[src/rtl/port_rx_buffer_if.sv]
// Switch-port egress packet bus plus the downstream valid/ready handshake.
// master: the side driving packets in and consuming them; slave: the buffer.
interface port_rx_buffer_if #(
  parameter int DATA_W = 8,
  parameter int SRC_W  = 4
);
  logic              sw_valid;
  logic [SRC_W-1:0]  sw_source;
  logic [DATA_W-1:0] sw_data;
  logic              rx_valid;
  logic              rx_ready;
  logic [SRC_W-1:0]  rx_source;
  logic [DATA_W-1:0] rx_data;

  modport master (
    output sw_valid, sw_source, sw_data, rx_ready,
    input  rx_valid, rx_source, rx_data
  );

  modport slave (
    input  sw_valid, sw_source, sw_data, rx_ready,
    output rx_valid, rx_source, rx_data
  );
endinterface

[src/rtl/port_rx_buffer.sv]
// Per-port egress receiver: first-word-fall-through FIFO with drop/error flagging.
// Optional per-source accepted-packet counters are built when PORT_RX_STATS_EN is defined.
module port_rx_buffer #(
  parameter int DEPTH  = 8,
  parameter int DATA_W = 8,
  parameter int SRC_W  = 4
) (
  input  logic                   clk,
  input  logic                   rst_n,
  port_rx_buffer_if.slave        bus,
  output logic [$clog2(DEPTH):0] count,
  output logic                   full,
  output logic                   drop_pulse,
  output logic                   err_pulse,
  output logic                   overflow_sticky,
  input  logic                   clr_stats,
  input  logic [1:0]             stat_sel,
  output logic [15:0]            stat_count
);

  localparam int AW = $clog2(DEPTH);
  localparam logic [AW:0] DEPTH_C = (AW+1)'(DEPTH);

  logic [DATA_W-1:0] data_mem [DEPTH];
  logic [SRC_W-1:0]  src_mem  [DEPTH];
  logic [AW-1:0]     wr_ptr;
  logic [AW-1:0]     rd_ptr;

  logic src_onehot;
  logic rd_fire;
  logic slot_free;
  logic wr_fire;
  logic drop_now;
  logic err_now;

  // A full FIFO still has room when the head leaves on the same edge.
  always_comb begin
    src_onehot    = $onehot(bus.sw_source);
    bus.rx_valid  = (count != '0);
    full          = (count == DEPTH_C);
    rd_fire       = bus.rx_valid && bus.rx_ready;
    slot_free     = !full || rd_fire;
    err_now       = bus.sw_valid && !src_onehot;
    wr_fire       = bus.sw_valid && src_onehot && slot_free;
    drop_now      = bus.sw_valid && src_onehot && !slot_free;
    bus.rx_data   = bus.rx_valid ? data_mem[rd_ptr] : '0;
    bus.rx_source = bus.rx_valid ? src_mem[rd_ptr]  : '0;
  end

  always_ff @(posedge clk) begin
    if (wr_fire) begin
      data_mem[wr_ptr] <= bus.sw_data;
      src_mem[wr_ptr]  <= bus.sw_source;
    end
  end

  always_ff @(posedge clk or negedge rst_n) begin
    if (!rst_n) begin
      wr_ptr <= '0;
      rd_ptr <= '0;
      count  <= '0;
    end else begin
      if (wr_fire) wr_ptr <= wr_ptr + 1'b1;
      if (rd_fire) rd_ptr <= rd_ptr + 1'b1;
      if (wr_fire && !rd_fire)      count <= count + 1'b1;
      else if (!wr_fire && rd_fire) count <= count - 1'b1;
    end
  end

  // Clear beats a coincident drop so software never sees a stale overflow.
  always_ff @(posedge clk or negedge rst_n) begin
    if (!rst_n) begin
      drop_pulse      <= 1'b0;
      err_pulse       <= 1'b0;
      overflow_sticky <= 1'b0;
    end else begin
      drop_pulse <= drop_now;
      err_pulse  <= err_now;
      if (clr_stats)     overflow_sticky <= 1'b0;
      else if (drop_now) overflow_sticky <= 1'b1;
    end
  end

`ifdef PORT_RX_STATS_EN
  logic [15:0] stat_cnt [SRC_W];

  always_ff @(posedge clk or negedge rst_n) begin
    if (!rst_n) begin
      for (int i = 0; i < SRC_W; i++) stat_cnt[i] <= '0;
    end else begin
      for (int i = 0; i < SRC_W; i++) begin
        if (clr_stats)
          stat_cnt[i] <= '0;
        else if (wr_fire && bus.sw_source[i] && (stat_cnt[i] != 16'hFFFF))
          stat_cnt[i] <= stat_cnt[i] + 16'd1;
      end
    end
  end

  always_comb begin
    stat_count = '0;
    for (int i = 0; i < SRC_W; i++) begin
      if (int'(stat_sel) == i) stat_count = stat_cnt[i];
    end
  end
`else
  logic stat_sel_unused;

  assign stat_sel_unused = ^stat_sel;
  assign stat_count      = '0;
`endif

endmodule

[src/flat_wrapper.sv]
// flat-port wrapper written by rule: the top's interface ports become plain ports
module port_rx_buffer_flat 
#(
  parameter int DEPTH  = 8,
  parameter int DATA_W = 8,
  parameter int SRC_W  = 4
)
  (clk, rst_n, count, full, drop_pulse, err_pulse, overflow_sticky, clr_stats, stat_sel, stat_count, bus_sw_valid, bus_sw_source, bus_sw_data, bus_rx_ready, bus_rx_valid, bus_rx_source, bus_rx_data);
  port_rx_buffer_if #(.DATA_W(DATA_W), .SRC_W(SRC_W)) bus_i ();
  input  logic clk;
  input  logic rst_n;
  output logic [$clog2(DEPTH):0] count;
  output logic full;
  output logic drop_pulse;
  output logic err_pulse;
  output logic overflow_sticky;
  input  logic clr_stats;
  input  logic [1:0] stat_sel;
  output logic [15:0] stat_count;
  input wire logic [$bits(bus_i.sw_valid)-1:0] bus_sw_valid;
  input wire logic [$bits(bus_i.sw_source)-1:0] bus_sw_source;
  input wire logic [$bits(bus_i.sw_data)-1:0] bus_sw_data;
  input wire logic [$bits(bus_i.rx_ready)-1:0] bus_rx_ready;
  output wire logic [$bits(bus_i.rx_valid)-1:0] bus_rx_valid;
  output wire logic [$bits(bus_i.rx_source)-1:0] bus_rx_source;
  output wire logic [$bits(bus_i.rx_data)-1:0] bus_rx_data;
  assign bus_i.sw_valid = bus_sw_valid;
  assign bus_i.sw_source = bus_sw_source;
  assign bus_i.sw_data = bus_sw_data;
  assign bus_i.rx_ready = bus_rx_ready;
  assign bus_rx_valid = bus_i.rx_valid;
  assign bus_rx_source = bus_i.rx_source;
  assign bus_rx_data = bus_i.rx_data;
  port_rx_buffer #(.DEPTH(DEPTH), .DATA_W(DATA_W), .SRC_W(SRC_W)) u_core (.clk(clk), .rst_n(rst_n), .bus(bus_i), .count(count), .full(full), .drop_pulse(drop_pulse), .err_pulse(err_pulse), .overflow_sticky(overflow_sticky), .clr_stats(clr_stats), .stat_sel(stat_sel), .stat_count(stat_count));
endmodule
[config.mk]
export PLATFORM = sky130hd
export DESIGN_NAME = port_rx_buffer_flat
export DESIGN_NICKNAME = d
export VERILOG_FILES = /design/src/rtl/port_rx_buffer_if.sv /design/src/rtl/port_rx_buffer.sv /design/src/flat_wrapper.sv
export SDC_FILE = /design/constraint.sdc
export NUM_CORES = 1
export LEC_CHECK = 0
export BUFFER_PORTS_ARGS = -buffer_cell sky130_fd_sc_hd__buf_2
export CAP_MARGIN = 25
export CORE_UTILIZATION = 55
export CTS_BUF_LIST = sky130_fd_sc_hd__clkbuf_8
export CTS_CLUSTER_DIAMETER = 80
export CTS_CLUSTER_SIZE = 20
export DETAILED_ROUTE_END_ITERATION = 6
export GPL_ROUTABILITY_DRIVEN = 0
export MAX_ROUTING_LAYER = met4
export PLACE_DENSITY = 0.84
export SYNTH_ARGS = -nofsm -noshare
export SYNTH_HDL_FRONTEND = slang
export SYNTH_SLANG_ARGS = --single-unit
[constraint.sdc]
create_clock -name clk -period 5.7 [get_ports clk]
set_input_delay 1.14 -clock clk [delete_from_list [all_inputs] [get_ports clk]]
set_output_delay 1.14 -clock clk [all_outputs]
set_load 0.1 [all_outputs]
; After elaboration in Yosys (flattened, before gate mapping)
; Memory sizes are Yosys's and may differ from the RTL's.
; Index checks and enable logic that the tools add are counted.
[totals]
regBits = 13
ram_bits = 96
input_bits = 19
out_inout_bits = 37
word_cells = 41
memories = 2
[classes]
add_sub_neg = 7
eq_ne = 2
n_mux = 8
n_reduce_logical = 16
[mem_list]
columns = name, words, word_bits, read_ports, rd_clocked_by_memory_dff, write_ports, line_no
row1 = u_core.data_mem, 8, 8, 1, 0, 1, port_rx_buffer.sv:24  ; logic [DATA_W-1:0] data_mem [DEPTH];
row2 = u_core.src_mem, 8, 4, 1, 0, 1, port_rx_buffer.sv:25  ; logic [SRC_W-1:0] src_mem [DEPTH];
[ops]
columns = cell, n
row1 = 4-bit two-way mux, 3
row2 = 8-bit two-way mux, 1
row3 = 1-bit logical AND, 7
row4 = "3-bit by 1-bit adder with 3-bit output, second input constant", 2
row5 = 1-bit zero test, 5
row6 = 1-bit by 1-bit adder with 2-bit output, 2
row7 = "4-bit by 1-bit adder with 4-bit output, second input constant", 1
row8 = "4-bit equality test, second input constant", 1
row9 = 1-bit two-way mux, 4
row10 = 2-bit nonzero test, 2
row11 = 4-bit nonzero test, 1
row12 = "4-bit by 1-bit subtractor with 4-bit output, second input constant", 1
row13 = 3-bit adder, 1
row14 = "3-bit by 1-bit equality test with 1-bit output, second input constant", 1
row15 = 1-bit logical OR, 1

; Depth between registers and ports, before layout
; Gate-level depths: netlist of the first run.
[depth]
word_depth = 9
depth_mapped = 12
ltp_nobuf = 12

; Least setup slack after synthesis of the first run
; No wires, ideal clock.
[synth_timing]
path_type = input -> register
startpoint = input port bus_sw_source[2]
endpoint = memory u_core.data_mem[0][0], enable pin
setup_ns = 0.412
t_arrival_ns = 3.715
required_ns = 5.288
setup_slack_ns = 1.573
cell_stages = 6
path_buffers = 0
cell_sequence = ha_1 > ha_1 > fa_1 > and4bb_2 > o21ai_4 > nor4_1
[synth_between]
elab_chain_len = 7
[synth_rtl]
columns = element, line_no
row1 = "start, declared", flat_wrapper.sv:21  ; input wire logic [$bits(bus_i.sw_source)-1:0] bus_sw_source;
row2 = 1-bit by 1-bit adder with 2-bit output (implied by the code), port_rx_buffer.sv:38  ; src_onehot = $onehot(bus.sw_source);
row3 = 3-bit adder (implied by the code), port_rx_buffer.sv:38
row4 = 3-bit by 1-bit equality test with 1-bit output, port_rx_buffer.sv:38
row5 = 1-bit logical AND (2 in series), port_rx_buffer.sv:44  ; wr_fire = bus.sw_valid && src_onehot && slot_free;
row6 = 1-bit two-way mux, port_rx_buffer.sv:51  ; if (wr_fire) begin
row7 = 1-bit two-way mux (implied by the code), port_rx_buffer.sv:52  ; data_mem[wr_ptr] <= bus.sw_data;
row8 = "end, declared", port_rx_buffer.sv:24
; Every way passes these cells.

; Final worst setup path of the first run
[layout_timing]
startpoint = input port bus_sw_source[2]
endpoint = register u_core.count[3]
[layout_between]
elab_chain_len = 8
word_cells_on_any_way = 10
classes_between = add/sub (2) / eq/ne (1) / mux (1) / reduce/logical (6)
[layout_rtl]
columns = element, line_no
row1 = 1-bit by 1-bit adder with 2-bit output (implied by the code) (*), port_rx_buffer.sv:38
row2 = 3-bit adder (implied by the code) (*), port_rx_buffer.sv:38
row3 = 3-bit by 1-bit equality test with 1-bit output (*), port_rx_buffer.sv:38
row4 = 1-bit logical AND (*) (2 in series), port_rx_buffer.sv:44
row5 = named net u_core.wr_fire, port_rx_buffer.sv:32  ; logic wr_fire;
row6 = 1-bit zero test, port_rx_buffer.sv:66  ; else if (!wr_fire && rd_fire) count <= count - 1'b1;
row7 = 1-bit logical AND, port_rx_buffer.sv:66
row8 = 2-bit nonzero test (no line), n/a
row9 = "end signal, assigned", port_rx_buffer.sv:65  ; if (wr_fire && !rd_fire) count <= count + 1'b1;
row10 = "end signal, assigned", port_rx_buffer.sv:66
row11 = "end, declared", port_rx_buffer.sv:11  ; output logic [$clog2(DEPTH):0] count,
; The timed path passes the listed nets; every way through them passes the cells marked *.
; A chain may end at the register's enable or synchronous reset.

==> reports/metrics.cfg, run 1 <==
[detailed_routing]
post-route-drc-count = 0
dr.pass1.iters = 4
wl_per_cell_um = 19.5
drt_iter0_drc = 151
viasPerCell = 5.90
antenna_left = 0
drt-total-wl_mm = 7.57
vias = 2289

[global_routing]
grt_pass1_vias = 2362
antenna_found_initial = 0
grt.total_usage = 0.196
grt_pass1_wl_mm = 11.8
grt_max_degree = 27
grt_overflow = 0

[finish]
nNetsFinal = 310
fill_cells = 532
drive_gt1_frac = 0.353
antenna_cells = 0
syn2layout_area_growth_pct = 10.5
multiInputGateArea_sq_mm = 0.00124
seqCellArea_sq_mm = 0.00321

[worst_hold_path]
hold_start = u_core.overflow_sticky
hold_path.class = register to register
whs_path_depth = 1
hold_path_end = u_core.overflow_sticky

[run_status]
status = complete, no violations

[setup_path]
critPathMaxFanout = 9
crit_arrival_ps = 4320
required_ps = 5950
r2r_end = u_core.count[3]
r2r_setup_slack_ps = 2560
end_kind = register
startpoint_type = primary input
r2r_start = u_core.count[0]
reg2reg_depth = 9
path_class = primary input to register

[timing]
min_period_over_period = 0.714
worst_pin_slew_ps = 725
slew_headroom = 0.517
max_freq_mhz = 246
rsz0062_at_grt = false
finalSetupViolations = 0
slew_violations = 0
final.setup.tns_ps = 0
period_needed_ps = 4070
finClkSkew_ps = 9.16
finalHoldViolCount = 0

[floorplan]
core-area_sq_mm = 0.00789
row_count = 32
io_pins = 56
start_util = 0.579
die-area_sq_mm = 0.00866
die_x_um = 93.1
die_h_um = 93.1

[logic_synthesis]
yosysWarnings = 0
syn_inst = 235
ys_seq_area_frac = 0.703
ys_seq_elements = 109
synth.avg_cell_area_sq_um = 19.4
netlist_area_sq_mm = 0.00456
synth_flop_cell = edfxtp_1
yosysUniqueCellTypes = 39
async_reset_ff_frac = 0.119
synth_edf_count = 96

[clocking]
cts_made_buffers = 9
cts_sinks = 109
clk_path_buf_depth = 2
postCtsHoldBufs = 0
worstSkewPairLatency_ps = 360
post_cts_buffers = 0
cts_tree = yes
cts_max_level = 3
cts_resized = 0
clk_pin_slew_ps = 100
cts_root_buffer = clkbuf_8

[placement]
dp_hpwl_mm = 4.92
io_buffers = 37

[run]
drv_cap = 0

-- cells in the final DEF (no fill, tap or decap), drive strengths merged, types with 5 or more instances in the layout --
cell type,Yosys,routed
edfxtp,96,96
buf,23,47
mux4,24,24
conb,1,16
dfrtp,13,13
a22o,12,12
clkbuf,4,9
ha,8,8
inv,3,8
xnor2,6,6
nor3,5,5
-- synthesized netlist by cell type (2+ instances only) --
library cell	instances	area (sq um)
nor3_1	5	25.0
buf_6	3	33.8
a21oi_1	2	10.0
o211ai_1	4	30.0
a22o_1	11	96.3
edfxtp_1	96	2880
dfrtp_1	13	325
nor2_1	4	15.0
nand3_1	3	15.0
inv_1	3	11.3
xnor2_1	6	52.6
mux2_2	2	22.5
ha_1	8	100
buf_2	4	20.0
nand2_1	4	15.0
fa_1	2	40.0
clkbuf_1	4	15.0
buf_4	16	120
nand2b_1	2	12.5
mux4_2	24	541
-- through the flow --
step | util | instances | setup slack (ps) | hold slack (ps) | instance area, sq um
global placement | 0.612 | 370 | 1340 | 480 | 4830
detailed placement | 0.616 | 372 | 1250 | 487 | 4860
global route | 0.639 | 388 | 1460 | 528 | 5040
CTS | 0.639 | 388 | 1650 | 510 | 5040
finish | 0.639 | 388 | 1630 | 510 | 5040
floorplan | - | 250 | 1570 | 518 | 4620
-- registers in the layout (all words and copies together), names as in the netlist --
register / cells
u_core.data_mem: 64
u_core.src_mem: 32
u_core.count: 4
u_core.rd_ptr: 3
u_core.wr_ptr: 3
u_core.drop_pulse: 1
u_core.err_pulse: 1
u_core.overflow_sticky: 1
-- worst max path at each step --
| stage | from | slack [ps] | end |
|---|---|---|---|
| after floorplan | bus_sw_source[2] | 1570 | u_core.data_mem[0][0] |
| after global placement | bus_sw_source[2] | 1340 | u_core.count[3] |
| after detailed placement | bus_sw_source[2] | 1250 | u_core.count[3] |
| after CTS | bus_sw_source[2] | 1650 | u_core.count[3] |
| after global routing | bus_sw_source[2] | 1460 | u_core.count[3] |
| final | bus_sw_source[2] | 1630 | u_core.count[3] |
-- per-layer routing --
metal / global-route usage / share of wire
met5: - / 0
met4: 0.0590 / 0.014
met3: 0.0504 / 0.061
met2: 0.311 / 0.51
met1: 0.253 / 0.42
-- critical path, stage by stage --
cell	delay, ps
buf_2	150
ha_1	300
ha_1	210
fa_1	460
and4bb_2	390
o21ai_4	130
inv_1	80
ha_1	240
inv_1	130
ha_1	360
or4_1	530
o211ai_1	110
o211ai_1	100
-- final cells by class --
cell class | instances | area share
Clock buffer | 9 | 0.0246
Clock inverter | 7 | 0.0124
Inverter | 3 | 0.00223
Multi-Input combinational cell | 111 | 0.245
Sequential cell | 109 | 0.636
Tap cell | 102 | 0.0253
Timing Repair Buffer | 47 | 0.0538
-- logic make-up after synthesis --
group,after synthesis,share of synthesized area
AO/OA/AOI/OAI,23,0.0430
XOR/XNOR,6,0.0115
adder cells (fa/ha/maj),10,0.0307
buffers and inverters,30,0.0439
flip-flops,109,0.703
multiplexers,28,0.129
other,1,0.000822
AND/OR/NAND/NOR,28,0.0381
Power of run 1 is not shown: default switching activity piles up to over one toggle a cycle in this logic, so the estimate is an artifact.
==> inputs of run 2 (changes only) <==
==> constraint.sdc (replaced) <==
create_clock -name clk -period 3.89 [get_ports clk]
set_input_delay 0.778 -clock clk [delete_from_list [all_inputs] [get_ports clk]]
set_output_delay 0.778 -clock clk [all_outputs]
set_load 0.1 [all_outputs]
==> reports/metrics.cfg, run 2 (synthesized netlist as in run 1, its figures left out) <==
[run_status]
status = complete, no violations

[finish]
multiInputGateArea_sq_mm = 0.00124
final_common_cell = edfxtp_1
top_regs = u_core.data_mem x64, u_core.src_mem x32, u_core.count x4
mostFrequentLayoutCells = edfxtp_1 (96), buf_2 (37), mux4_2 (24)
antenna_cells = 0
syn2layout_area_growth_pct = 11.3
seqCellArea_sq_mm = 0.00321
drive_gt1_frac = 0.357
largest_reg_flops = 64
fill_cells = 536
nNetsFinal = 315
regMostFlops = u_core.data_mem

[timing]
rsz0062_at_grt = false
slew_headroom = 0.661
final.setup.tns_ps = 0
min_period_over_period = 0.905
finClkSkew_ps = 5.88
period_needed_ps = 3520
max_freq_mhz = 284
finalHoldViolCount = 0
whs_ps = 286
slew_violations = 0
fin_ws_ps = 369
worst_pin_slew_ps = 509
finalSetupViolations = 0

[run]
drv_cap = 0

[global_routing]
grt_overflow = 0
grt_max_degree = 27
antenna_found_initial = 0
grt_pass1_wl_mm = 12.1
grt.total_usage = 0.202
grt_pass1_vias = 2373

[detailed_routing]
antenna_left = 0
viasPerCell = 5.75
dr.pass1.iters = 4
post-route-drc-count = 0
wl_per_cell_um = 19.6
vias = 2260
drt-total-wl_mm = 7.72
drt_iter0_drc = 102

[setup_path]
cp_common_cell = ha_1
required_ps = 4130
cpMaxStageDelayCell = or4_1
startpoint_type = primary input
end_kind = register
critPathTopFamily = adder cells
crit_chain = buf_2 > ha_1 > ha_1 > fa_1 > and4bb_2 > o21ai_4 > inv_1 > ha_1 > inv_1 > ha_1 > or4_1 > o211ai_1 > o211ai_1
crit_buf_inv = 3
critPathMaxFanout = 9
r2r_start = u_core.count[0]
path_class = primary input to register
cp_slowest_stage_delay_ps = 500
crit_arrival_ps = 3760
worstSetupStartpoint = bus_sw_source[2]

[clocking]
postCtsHoldBufs = 0
cts_resized = 0
clk_path_buf_depth = 2
cts_tree = yes
cts_max_level = 3
cts_sinks = 109
worstSkewPairLatency_ps = 360
post_cts_buffers = 0
cts_root_buffer = clkbuf_8
clk_pin_slew_ps = 90
cts_made_buffers = 9

[floorplan]
die-area_sq_mm = 0.00866
start_util = 0.579
die_h_um = 93.1
die_x_um = 93.1
io_pins = 56
core-area_sq_mm = 0.00789
row_count = 32

[placement]
post-place-ws_ps = -18.2
dp_hpwl_mm = 4.96
io_buffers = 37

[worst_hold_path]
hold_path.class = primary input to asynchronous set/reset pin

run 2: worst paths after layout:
path	endpoint	slack (ps)	cells after the start
max in group asynchronous	u_core.wr_ptr[0]	3370	1
hold / removal	u_core.drop_pulse	290	1
hold reg to reg	u_core.overflow_sticky	540	1
min in group clk	u_core.overflow_sticky	540	1
setup reg to reg	u_core.count[3]	1040	9
setup / recovery	u_core.count[3]	370	13
run 2: cell type report:
class	count	share of cell area
repair buffers	52	0.0586
flip-flops and latches	109	0.632
clock buffers	9	0.0244
inverters	3	0.00222
well taps	102	0.0251
multi-input cells	111	0.244
clock inverters	7	0.0143
run 2: through the flow:
| stage | cell area, sq um | instances | utilization |
|---|---|---|---|
| finish | 5080 | 393 | 0.644 |
| global route | 5080 | 393 | 0.644 |
| CTS | 5080 | 393 | 0.644 |
| detailed placement | 4880 | 377 | 0.619 |
| global placement | 4880 | 377 | 0.619 |
| floorplan | 4620 | 250 | - |
run 2: per-layer routing:
metal | up-vias | global-route usage | share of wire
li1 | 1014 | - | -
met1 | 1157 | 0.252 | 0.43
met2 | 81 | 0.335 | 0.51
met3 | 8 | 0.0488 | 0.050
met4 | 0 | 0.0513 | 0.0087
met5 | - | - | 0
Power of run 2 is left out for the same reason.
